--- src/rtl/ccff_loader_pkg.sv ---
// ccff_loader_pkg
// Shared definitions for the ccff chain loader: FSM state encoding, the
// CRC-16-CCITT constants and a single-bit CRC update helper.
package ccff_loader_pkg;

    typedef enum logic [1:0] {
        IDLE  = 2'd0,
        LOAD  = 2'd1,
        SHIFT = 2'd2,
        DONE  = 2'd3
    } state_t;

    localparam logic [15:0] CRC_POLY = 16'h1021;
    localparam logic [15:0] CRC_INIT = 16'hFFFF;

    // One serial step of CRC-16-CCITT, MSB-first register, data bit XORed into
    // the feedback tap.
    function automatic logic [15:0] crc16_step(input logic [15:0] crc,
                                               input logic        bit_in);
        logic fb;
        fb = crc[15] ^ bit_in;
        return {crc[14:0], 1'b0} ^ (fb ? CRC_POLY : 16'h0000);
    endfunction

endpackage

--- src/rtl/ccff_crc16_serial.sv ---
// ccff_crc16_serial
// Serial CRC-16-CCITT accumulator for the bits driven into the ccff chain.
// Ports:
//   prog_clk   - clock
//   pReset_n   - asynchronous active-low reset (register returns to CRC_INIT)
//   init       - reload CRC_INIT on the next edge
//   en         - fold bit_in into the CRC on the next edge
//   bit_in     - serial data bit
//   crc        - current CRC register
//   crc_next   - value the register takes on the next edge
module ccff_crc16_serial
    import ccff_loader_pkg::*;
(
    input  logic        prog_clk,
    input  logic        pReset_n,
    input  logic        init,
    input  logic        en,
    input  logic        bit_in,
    output logic [15:0] crc,
    output logic [15:0] crc_next
);

    // crc_next is exposed so the parent can judge the final CRC in the same
    // cycle that the last bit is folded in.
    always_comb begin
        crc_next = crc;
        if (init) begin
            crc_next = CRC_INIT;
        end else if (en) begin
            crc_next = crc16_step(crc, bit_in);
        end
    end

    always_ff @(posedge prog_clk or negedge pReset_n) begin
        if (!pReset_n) begin
            crc <= CRC_INIT;
        end else begin
            crc <= crc_next;
        end
    end

endmodule

--- src/rtl/ccff_loader.sv ---
// ccff_loader
// Streams bitstream words LSB-first into a switch-block ccff configuration
// chain of CHAIN_LEN bits, gating the chain clock through ccff_shift_en.
// Optional feature: define CCFF_LOADER_CRC_EN to check a CRC-16-CCITT of the
// shifted bits against expected_crc; otherwise crc_err is tied low.
// Ports:
//   prog_clk       - clock, all state changes on rising edge
//   pReset_n       - asynchronous active-low reset
//   start          - single-cycle load request (honoured in IDLE/DONE only)
//   bs_data        - bitstream word
//   bs_valid       - bs_data qualifier
//   bs_ready       - word accepted when bs_valid && bs_ready
//   ccff_head      - serial bit into the chain head (registered)
//   ccff_shift_en  - chain clock-gate enable (registered)
//   busy, done     - status
//   expected_crc   - golden CRC (used only with CCFF_LOADER_CRC_EN)
//   crc_err        - CRC mismatch flag, valid from DONE until next start
module ccff_loader
    import ccff_loader_pkg::*;
#(
    parameter int CHAIN_LEN = 48,
    parameter int WORD_W    = 32
) (
    input  logic              prog_clk,
    input  logic              pReset_n,
    input  logic              start,
    input  logic [WORD_W-1:0] bs_data,
    input  logic              bs_valid,
    output logic              bs_ready,
    output logic              ccff_head,
    output logic              ccff_shift_en,
    output logic              busy,
    output logic              done,
    input  logic [15:0]       expected_crc,
    output logic              crc_err
);

    localparam int CNT_W  = $clog2(CHAIN_LEN + 1);
    localparam int WCNT_W = (WORD_W > 1) ? $clog2(WORD_W) : 1;
    localparam logic [CNT_W-1:0]  LAST_BIT  = CNT_W'(CHAIN_LEN - 1);
    localparam logic [WCNT_W-1:0] LAST_WBIT = WCNT_W'(WORD_W - 1);

    state_t state, state_next;

    logic [CNT_W-1:0]  bit_cnt;
    logic [WCNT_W-1:0] word_cnt;
    logic [WORD_W-1:0] shift_reg;

    logic start_ok;
    logic xfer;
    logic word_end;
    logic chain_end;

    assign start_ok  = start && ((state == IDLE) || (state == DONE));
    assign xfer      = (state == LOAD) && bs_valid;
    assign word_end  = (word_cnt == LAST_WBIT);
    assign chain_end = (bit_cnt == LAST_BIT);

    assign bs_ready = (state == LOAD);
    assign busy     = (state == LOAD) || (state == SHIFT);
    assign done     = (state == DONE);

    always_ff @(posedge prog_clk or negedge pReset_n) begin
        if (!pReset_n) begin
            state <= IDLE;
        end else begin
            state <= state_next;
        end
    end

    // Chain end takes priority over word end so the remaining bits of the
    // final word are simply dropped.
    always_comb begin
        state_next = state;
        case (state)
            IDLE:    if (start_ok) state_next = LOAD;
            LOAD:    if (bs_valid) state_next = SHIFT;
            SHIFT: begin
                if (chain_end) begin
                    state_next = DONE;
                end else if (word_end) begin
                    state_next = LOAD;
                end
            end
            DONE:    if (start_ok) state_next = LOAD;
            default: state_next = IDLE;
        endcase
    end

    // The serial outputs are computed one cycle ahead so that ccff_head and
    // ccff_shift_en are high exactly in the cycles the FSM sits in SHIFT.
    // bit 0 of a new word goes straight to ccff_head; the shift register
    // holds the bits still to come.
    always_ff @(posedge prog_clk or negedge pReset_n) begin
        if (!pReset_n) begin
            bit_cnt       <= '0;
            word_cnt      <= '0;
            shift_reg     <= '0;
            ccff_head     <= 1'b0;
            ccff_shift_en <= 1'b0;
        end else begin
            ccff_head     <= 1'b0;
            ccff_shift_en <= 1'b0;
            if (start_ok) begin
                bit_cnt <= '0;
            end
            if (xfer) begin
                shift_reg     <= bs_data >> 1;
                word_cnt      <= '0;
                ccff_head     <= bs_data[0];
                ccff_shift_en <= 1'b1;
            end
            if (state == SHIFT) begin
                bit_cnt  <= bit_cnt + 1'b1;
                word_cnt <= word_cnt + 1'b1;
                if (state_next == SHIFT) begin
                    shift_reg     <= shift_reg >> 1;
                    ccff_head     <= shift_reg[0];
                    ccff_shift_en <= 1'b1;
                end
            end
        end
    end

`ifdef CCFF_LOADER_CRC_EN
    logic [15:0] crc;
    logic [15:0] crc_next;

    ccff_crc16_serial u_crc (
        .prog_clk (prog_clk),
        .pReset_n (pReset_n),
        .init     (start_ok),
        .en       (ccff_shift_en),
        .bit_in   (ccff_head),
        .crc      (crc),
        .crc_next (crc_next)
    );

    // The last bit is folded in on the same edge that enters DONE, so the
    // verdict is taken from crc_next rather than the register.
    always_ff @(posedge prog_clk or negedge pReset_n) begin
        if (!pReset_n) begin
            crc_err <= 1'b0;
        end else if (start_ok) begin
            crc_err <= 1'b0;
        end else if ((state == SHIFT) && (state_next == DONE)) begin
            crc_err <= (crc_next != expected_crc);
        end
    end
`else
    logic unused_expected_crc;
    assign unused_expected_crc = ^expected_crc;
    assign crc_err = 1'b0;
`endif

endmodule

--- config.mk ---
export PLATFORM = sky130hd
export DESIGN_NAME = ccff_loader
export DESIGN_NICKNAME = d
export VERILOG_FILES = /design/src/rtl/ccff_loader_pkg.sv /design/src/rtl/ccff_crc16_serial.sv /design/src/rtl/ccff_loader.sv
export SDC_FILE = /design/constraint.sdc
export NUM_CORES = 1
export LEC_CHECK = 0
export ABC_CLOCK_PERIOD_IN_PS = 5550
export BUFFER_PORTS_ARGS = -buffer_cell sky130_fd_sc_hd__buf_2
export CORE_ASPECT_RATIO = 0.75
export CORE_UTILIZATION = 45
export CTS_BUF_LIST = sky130_fd_sc_hd__clkbuf_8
export DETAILED_ROUTE_END_ITERATION = 12
export GPL_TIMING_DRIVEN = 0
export PLACE_DENSITY = 0.72
export RECOVER_POWER = 50
export SLEW_MARGIN = 20
export SYNTH_ARGS = -nofsm -noshare
export SYNTH_HDL_FRONTEND = slang
export SYNTH_SLANG_ARGS = --single-unit
--- constraint.sdc ---
create_clock -name prog_clk -period 5.55 [get_ports prog_clk]
set_clock_uncertainty 0.2 [all_clocks]
set_input_delay 0.2775 -clock prog_clk [delete_from_list [all_inputs] [get_ports prog_clk]]
set_output_delay 0.2775 -clock prog_clk [all_outputs]
set_load 0.03 [all_outputs]
==> metrics.md, run 1 <==
| Metric | Value |
|---|---|
| Buffers on Ports | 40 |
| Final GP Congestion | approximately 0.73 |
| Overall Global Routing Usage | 16.50% |
| Transition time of the tightest slew-check pin | ~2.5 ns |
| Main synth FF type | dfrtp_1 |
| Number of nets with antenna violations after routing | 0 |
| Setup TNS Final | 0 ns |
| Worst endpoint required time | 5.23 ns |
| Largest cells by area after synthesis | dfrtp_1 (47%), mux2_4 (17%), mux2_2 (15%), ha_1 (3.0%), nand2_1 (2.6%) |
| Cell taking the most area after synthesis | dfrtp_1 |
| Number of diodes added for antenna fixing | 0 |
| Final Hold Viols | 0 |
| Cells after synthesis | 187 |
| Reg clk slew, reported paths | about 0.080 ns |
| Register cell area after layout | roughly 1200 um2 |
| First-pass GRT wire length | approximately 7200 um |
| Final worst path period need | between 2 and 3 ns |
| Total power of the final layout | around 1.4 mW |
| Post-synthesis async set-or-reset flop share | 100.0% |
| Syn_nets | about 250 |
| Initial DRT Pass Iterations | 4 |
| Classification of the worst setup path | in -> async |
| Total wire length after detailed routing | between 4000 and 5000 um |
| Die height | ~66 um |
| Status | finished with violations |
| EDFF count, synth | 0 |
| Count of final setup violators | 0 |
| Top post-synthesis cells by count | dfrtp_1 (47), mux2_2 (32), mux2_4 (28) |
| Hold-fix buffers at CTS | 0 |
| Syn-to-layout area delta | 16.11% |
| Effective utilization at floorplan | between 40% and 50% |
| Avg Cell Area, Syn | between 10 and 15 um2 |
| Highest clock rate | about 340 MHz |
| Post-synthesis instance area | around 2500 um2 |
| Vias post-DR | approximately 1500 |
| Standard-cell rows | 23 |
| Cts repair resizes | 0 |
| Critical path startpoint category | primary input |
| Sum of buffers and inverters on the critical path | 2 |
| Total leakage power | around 1.5 nW |
| Top cell type's share of synthesized area | between 40% and 50% |
| Arrival @ worst endpoint | between 2 and 3 ns |
| Proportion of layout cells with a drive suffix above 1 | ~48% |
| Floorplan core area | 5324 um2 |
| Clock buffers created by TritonCTS | 5 |
| Sequential fraction of the synthesis area | between 40% and 50% |
| Cell class contributing the biggest share of worst-path delay | buffers and inverters |
| Max FFs per register | 32 |
| Routed wire length per instance | 13.66 um |
| Total number of nets in the final design | between 200 and 300 |
| Number of pins with negative max-slew slack in the final report | between 40 and 50 |
| Setup Buffers After CTS | 0 |
| Width of the die | 87.81 um |
| Min-delay worst type | in -> reg |
| Setup repair after global routing missed its margin | no |
| Critical-path cell list | dlygate4sd3_1 > clkbuf_1 |
| Number of synthesis warnings | 0 |
| Most numerous cell in the Yosys netlist | dfrtp_1 |
| Initial antenna violation count | 0 |
| Maximum Capacitance Violations | 1 |
| Master of the slowest instance on the critical path | clkbuf_1 |
| Normalized max-slew margin | -69.01% |
| DRC Markers | 0 |
| Detailed placement HPWL | between 3000 and 4000 um |
| Clk Latency, worst-skew pair | 0.30 ns |
| Routed vias/inst | 4.923 |
| Areal power density over the cells | 468.8 nW/um2 |
| Die Outline Area | roughly 6000 um2 |
| Longest individual stage delay on the worst path | around 1.8 ns |
| # fillers | 485 |
| Unique cell type count in the Yosys netlist | 30 |
| Number of DRC markers in iteration 0 | about 70 |
| Violations in the final reports | capacitance limit, slew limit |
| Critical Path Fanout Max | 47 |
| Via count of the first global-routing pass | approximately 1500 |
| Synthesis-stage register bit count | 47 |
| Number of buffers on the longest clock path | 2 |
| Combined area of the multi-input logic cells | between 1000 and 1500 um2 |
| # H-tree levels | 2 |
| Count of clock tree sinks | 47 |
| Clock tree from TritonCTS | done |
| Largest net degree at the start of global routing | between 40 and 50 |
| Root buffer cell | clkbuf_8 |
| Nature of the critical path endpoint | async pin |
| Portion of the clock cycle consumed by the worst path in the final layout | between 50% and 60% |
| Top-Level Pins | between 50 and 60 |
| Global route overflow | 0 |
| Worst supply voltage drop on vdd | approximately 0.23 mV |
[path summary, 6_finish.rpt]
path | cells after the start | end | from | slack, ns
min in group asynchronous | 2 | state[0] | pReset_n | 1.11
setup reg to reg | 6 | shift_reg[27] | state[0] | 2.95
hold / removal | 3 | shift_reg[2] | bs_data[3] | 0.13
setup / recovery | 2 | shift_reg[16] | pReset_n | 2.61
max in group prog_clk | 6 | shift_reg[27] | state[0] | 2.95
hold reg to reg | 1 | shift_reg[0] | shift_reg[1] | 0.29
[cell usage in the layout (no fill, tap or decap), types with 2 or more instances in the layout]
cell type,count
and3_1,4
buf_1,2
buf_2,39
buf_6,3
clkbuf_1,5
clkbuf_8,7
dfrtp_1,47
ha_1,6
inv_1,4
mux2_1,3
mux2_2,32
mux2_4,28
nand2_1,17
nand3_1,5
nand4_1,2
nor2b_1,2
o21ai_0,12
xnor2_1,3
xor2_1,2
[layout make-up]
type                    count  share of cell area [%]
repair buffers             41                   7.155
well taps                  75                   3.252
plain buffers              10                   2.298
clock buffers               7                   3.339
flip-flops and latches     47                   40.76
multi-input cells         126                   42.54
inverters                   4                  0.5204
clock inverters             1                  0.1301
[logic make-up after synthesis]
family | synth area share [%]
mux | 32.78
compound gates | 4.985
simple gates | 6.696
other cells | 0.1509
flops | 47.33
buf+inv | 3.273
xor+xnor | 1.763
fa+ha+maj | 3.021
[metal layers]
metal  vias to the layer above  routed length (um)  GRT usage (%)
met2                        41                1717          24.90
met1                       729                2258          23.14
met5                         -                   0              0
met3                         5                 211          3.246
li1                        756                   -              -
met4                         0                  59          6.762
[through the flow]
step	hold slack, ns	area (um2)	worst slack, ns	std cells	utilization, %
after floorplan	-0.2181	2485	3.105	187	-
after global placement	0.2677	2779	2.967	302	52.20
after detailed placement	0.2737	2779	2.922	302	52.20
after CTS	0.003204	2879	2.904	310	54.08
after global routing	0.1335	2885	2.028	311	54.20
final	0.1323	2885	2.610	311	54.20
[where the power goes]
part | internal [mW] | switching, mW | total, mW
clock network | 0.112 | 0.113 | 0.225
logic | 0.343 | 0.211 | 0.554
registers | 0.488 | 0.0852 | 0.574
total | 0.944 | 0.409 | 1.35
[worst register-to-register path, delay by kind of cell, from the launching register on]
kind | cells | cell delay (ns)
fa+ha+maj | 1 | 0.33
buf+inv | 2 | 0.72
simple gates | 1 | 0.14
flops | 1 | 0.45
mux | 2 | 0.65
No activity file was read; power rests on OpenSTA's default activity.
==> run 2: changes to the inputs <==
- ABC_CLOCK_PERIOD_IN_PS: 5550 -> 3100
- clock period: 5.55 -> 3.1 ns (I/O delays scaled with it)
==> metrics.md, run 2 (same netlist as run 1, synthesis figures left out) <==
| Metric | Value |
|---|---|
| Count of final setup violators | 0 |
| Final Hold Viols | 0 |
| Total wire length after detailed routing | about 4200 um |
| Effective utilization at floorplan | a little under half |
| Min setup slack post-route | between 0.4 and 0.5 ns |
| Reg clk slew, reported paths | around 0.090 ns |
| Clock tree from TritonCTS | done |
| Commonest non-fill, non-tap cell in the layout | dfrtp_1 |
| Floorplan core area | between 5000 and 6000 um2 |
| Vias post-DR | around 1500 |
| Initial DRT Pass Iterations | 4 |
| Worst endpoint required time | roughly 3 ns |
| Clk Latency, worst-skew pair | 0.30 ns |
| Areal power density over the cells | 839.1 nW/um2 |
| Nature of the critical path endpoint | flop |
| # H-tree levels | 2 |
| Proportion of layout cells with a drive suffix above 1 | between 40 and 50% |
| Buffers on Ports | 40 |
| Min-delay worst type | in -> reg |
| Int Pwr | around 1.7 mW |
| Setup repair after global routing missed its margin | no |
| Maximum Capacitance Violations | 0 |
| Transition time of the tightest slew-check pin | between 1 and 1.5 ns |
| Via count of the first global-routing pass | between 1500 and 2000 |
| Most utilized layer in the global route result | met2 |
| Setup Buffers After CTS | 0 |
| Highest clock rate | roughly 380 MHz |
| Worst supply voltage drop on vdd | approximately 0.4 mV |
| Overall Global Routing Usage | ~16% |
| Hold-fix buffers at CTS | 1 |
| Die height | between 60 and 70 um |
| Critical-path cell list | ha_1 > nand2_1 > buf_2 > buf_1 > mux2_2 > mux2_4 |
| Max FFs per register | 32 |
| Leading cell types in the layout, fill and taps excluded | dfrtp_1 (47), buf_2 (39), mux2_2 (32), mux2_4 (28), nand2_1 (17) |
| Critical path startpoint category | flop |
| Global route overflow | 0 |
| Met1 GRT Util | approximately 23% |
| Clock buffers created by TritonCTS | 5 |
| Critical Path Fanout Max | 10 |
| Syn-to-layout area delta | 16.16% |
| GR Util met2 | approximately 25% |
| Proportion of power drawn by the clock network | between 10% and 20% |
| Normalized max-slew margin | approximately 24% |
| Combinational power share | between 40% and 50% |
| Number of pins with negative max-slew slack in the final report | 0 |
| Final GP Congestion | 0.7330 |
| Portion of total power attributed to sequential cells | 42.4% |
| Number of nets with antenna violations after routing | 0 |
| Fraction of power spent switching nets | a little under a third |
| Top-Level Pins | 58 |
| Portion of the clock cycle consumed by the worst path in the final layout | between 80% and 90% |
| Width of the die | about 88 um |
| Count of clock tree sinks | 47 |
| Die Outline Area | a little under 6000 um2 |
| Cts repair resizes | 0 |
| Final worst path period need | 2.608 ns |
| Number of DRC markers in iteration 0 | 62 |
| Sw power | about 730 uW |
| Largest net degree at the start of global routing | 48 |
| # placed instances | between 300 and 400 |
| Classification of the worst setup path | reg -> reg |
| Master of the slowest instance on the critical path | buf_1 |
| First-pass GRT wire length | approximately 7200 um |
| Standard-cell rows | 23 |
| Global-route track usage on met3 | about 3.2% |
| Arrival @ worst endpoint | between 2 and 3 ns |
| Root buffer cell | clkbuf_8 |
| Filler-free cell count of the finished design | between 300 and 400 |
| Post-placement setup slack | roughly 0.47 ns |
| Detailed placement HPWL | around 3000 um |
| Total number of nets in the final design | 293 |
| Status | finished, final reports clean |
| Final Util | a little over half |
| Number of diodes added for antenna fixing | 0 |
| Setup TNS Final | 0 ns |
| Routed wire length per instance | 13.61 um |
| Number of buffers on the longest clock path | 2 |
| Total power of the final layout | approximately 2.4 mW |
| Initial antenna violation count | 0 |
| Total leakage power | around 1.5 nW |
| Longest individual stage delay on the worst path | between 0.4 and 0.5 ns |
| Routed vias/inst | just under 5 |
| DRC Markers | 0 |
==> run 2: cell counts in the layout (fill, tap and decap cells not counted) <==
No cell type changed its count.
==> run 2: stage by stage <==
| step | hold WS [ns] | area [um2] |
|---|---|---|
| 2_1_floorplan | -0.3406 | 2485 |
| 3_3_place_gp | 0.2114 | 2779 |
| 3_5_place_dp | 0.2084 | 2779 |
| 4_1_cts | 0.006181 | 2889 |
| 5_1_grt | 0.01100 | 2887 |
| 6_report | 0.009477 | 2887 |
==> run 2: critical path: cells and delay by family (launching register included) <==
kind,cells,cell delay [ns]
mux,2,0.65
buf+inv,2,0.73
fa+ha+maj,1,0.33
flops,1,0.45
simple gates,1,0.14
==> run 2: cell type report <==
cell class	count	area, um2
plain buffers	10	66.31
clock buffers	7	96.34
clock inverters	1	3.754
fillers	484	2437
inverters	4	15.01
multi-input cells	126	1227
flip-flops and latches	47	1176
well taps	75	93.84
repair buffers	41	207.7
==> run 2: final timing paths <==
| kind | slack, ns | cells past startpoint | from | end |
|---|---|---|---|---|
| max | 0.49 | 6 | state[0] | shift_reg[27] |
| min | 0.009 | 3 | bs_data[3] | shift_reg[2] |
| max reg2reg | 0.49 | 6 | state[0] | shift_reg[27] |
| min reg2reg | 0.29 | 1 | shift_reg[1] | shift_reg[0] |
| max in group asynchronous | 1.60 | 2 | pReset_n | shift_reg[23] |
| min in group asynchronous | 0.41 | 2 | pReset_n | state[0] |
==> run 2: power groups by stage <==
stage / clock network (mW) / logic (mW) / registers, mW
after global placement: 0 / 0.969 / 1.03
after CTS: 0.412 / 1.01 / 1.03
after global routing: 0.438 / 1.09 / 1.07
after floorplan: 0 / 0.837 / 1.00
after detailed placement: 0 / 1.00 / 1.04
final: 0.403 / 0.993 / 1.03
==> run 2: routing by layer <==
metal / wire length, um / share of wire [%]
met5: 0 / 0
met4: 59 / 1.4
met3: 210 / 5.0
met2: 1739 / 41
met1: 2222 / 53
==> run 3: changes to the inputs <==
- ABC_CLOCK_PERIOD_IN_PS: 3100 -> 2600
- clock period: 3.1 -> 2.6 ns (I/O delays scaled with it)
==> metrics.md, run 3 (same netlist as run 1, synthesis figures left out) <==
| Metric | Value |
|---|---|
| Crit path launch | state[0] |
| Standard-cell rows | 23 |
| Count of clock tree sinks | 47 |
| Initial DRT Pass Iterations | 4 |
| First-pass GRT wire length | around 7700 um |
| Critical path startpoint category | flop |
| Total leakage power | 1.574 nW |
| Min-delay worst type | in -> reg |
| Normalized max-slew margin | about a quarter |
| Cell class contributing the biggest share of worst-path delay | buffers and inverters |
| Areal power density over the cells | ~920 nW/um2 |
| Highest clock rate | 418.1 MHz |
| Sum of buffers and inverters on the critical path | 4 |
| Clock tree from TritonCTS | done |
| Via count of the first global-routing pass | roughly 1700 |
| Leading cell types in the layout, fill and taps excluded | dfrtp_1 (47), buf_2 (39), mux2_2 (32), dlygate4sd3_1 (29), mux2_4 (28) |
| Reg clk slew, reported paths | 0.08 ns |
| Count of final setup violators | 0 |
| Worst endpoint required time | between 2 and 3 ns |
| Total number of nets in the final design | between 300 and 400 |
| Max FFs per register | 32 |
| Top-Level Pins | 58 |
| Setup TNS Final | 0 ns |
| Total power of the final layout | around 2.9 mW |
| Initial antenna violation count | 0 |
| R2r startpoint | state[0] |
| Floorplan core area | around 5300 um2 |
| DRC Markers | 0 |
| Master of the slowest instance on the critical path | dfrtp_1 |
| Filler-free cell count of the finished design | ~340 |
| Overall Global Routing Usage | approximately 18% |
| Routed wire length per instance | about 13 um |
| Routed vias/inst | ~4.8 |
| Number of DRC markers in iteration 0 | 62 |
| Number of nets with antenna violations after routing | 0 |
| Largest net degree at the start of global routing | 48 |
| Longest individual stage delay on the worst path | ~0.45 ns |
| Start point of the worst hold path | bs_data[28] |
| Width of the die | 87.81 um |
| Portion of the clock cycle consumed by the worst path in the final layout | around nine tenths |
| Number of buffers on the longest clock path | 2 |
| Worst supply voltage drop on vdd | between 0.4 and 0.5 mV |
| Clock buffers created by TritonCTS | 5 |
| # H-tree levels | 2 |
| Vias post-DR | about 1600 |
| Classification of the worst setup path | reg -> reg |
| Clk Latency, worst-skew pair | approximately 0.3 ns |
| Maximum Capacitance Violations | 0 |
| Detailed placement HPWL | around 3000 um |
| Root buffer cell | clkbuf_8 |
| Buffers on Ports | 40 |
| Proportion of layout cells with a drive suffix above 1 | a little over two fifths |
| Final worst path period need | between 2 and 2.5 ns |
| Commonest non-fill, non-tap cell in the layout | dfrtp_1 |
| Setup repair after global routing missed its margin | no |
| Number of diodes added for antenna fixing | 0 |
| Min setup slack post-route | 0.2083 ns |
| Total wire length after detailed routing | approximately 4500 um |
| Critical Path Fanout Max | 10 |
| Global route overflow | 0 |
| Die Outline Area | 5826 um2 |
| Effective utilization at floorplan | ~47% |
| Critical-path cell list | inv_1 > ha_1 > clkbuf_4 > inv_2 > o31a_1 > o311ai_4 > nand3_4 > buf_6 > mux2_4 |
| Syn-to-layout area delta | 27.64% |
| Final Hold Viols | 0 |
| Nature of the critical path endpoint | flop |
| Arrival @ worst endpoint | about 2.4 ns |
| Final GP Congestion | about 0.73 |
| Die height | approximately 66 um |
| # placed instances | approximately 300 |
| Number of pins with negative max-slew slack in the final report | 0 |
| Transition time of the tightest slew-check pin | between 1 and 1.5 ns |
| Post-placement setup slack | -0.02806 ns |
| Status | finished, final reports clean |
-- run 3: cell types whose count changed in the layout (fill, tap and decap cells not counted) --
cell,delta
dlygate4sd3_1,+28
o21ai_0,-1
clkbuf_4,+1
o21ai_1,+1
clkbuf_2,+1
buf_1,-2
-- run 3: final cells by class --
| cell class | instances | area, um2 |
|---|---|---|
| plain buffers | 10 | 71.32 |
| multi-input cells | 126 | 1227 |
| clock inverters | 1 | 3.754 |
| flip-flops and latches | 47 | 1176 |
| fillers | 454 | 2152 |
| clock buffers | 7 | 96.34 |
| repair buffers | 69 | 488.0 |
| inverters | 4 | 15.01 |
| well taps | 75 | 93.84 |
-- run 3: worst paths after layout --
check / to / slack [ns] / cells past startpoint
hold / removal: shift_reg[27] / 0.004 / 3
setup / recovery: shift_reg[12] / 0.21 / 9
max in group asynchronous: shift_reg[24] / 1.13 / 2
setup reg to reg: shift_reg[12] / 0.21 / 9
min in group asynchronous: state[0] / 0.39 / 2
hold reg to reg: shift_reg[0] / 0.29 / 1
-- run 3: layer usage --
| metal | GRT usage [%] | vias to the layer above | routed length, um |
|---|---|---|---|
| met5 | 0 | - | 0 |
| li1 | - | 813 | - |
| met2 | 28.20 | 39 | 1971 |
| met3 | 2.996 | 5 | 176 |
| met1 | 23.94 | 780 | 2331 |
| met4 | 6.762 | 0 | 59 |
-- run 3: stage by stage --
step / hold WS, ns / utilization [%] / cell area [um2]
after detailed placement: 0.1834 / 52.20 / 2779
after global routing: 0.009575 / 59.58 / 3172
after CTS: 0.001587 / 59.37 / 3161
after global placement: 0.1864 / 52.20 / 2779
after floorplan: -0.3656 / - / 2485
final: 0.003561 / 59.58 / 3172
-- run 3: report_power, final --
group / internal, mW / total [mW] / switching [mW]
Clock: 0.239 / 0.479 / 0.240
Sequential: 1.04 / 1.22 / 0.181
Combinational: 0.765 / 1.22 / 0.457
Total: 2.05 / 2.93 / 0.879
-- run 3: worst min-delay path: stages --
cell and delay, ns:
buf_2 0.08, mux2_2 0.13, mux2_4 0.13
-- run 3: timing repair --
action,CTS,global route
pin swaps,0,0
cloned,0,0
buffers inserted,0,0
setup endpoints to repair,10,28
hold endpoints to repair,74,1
hold buffers,28,1
gates resized for setup,1,3
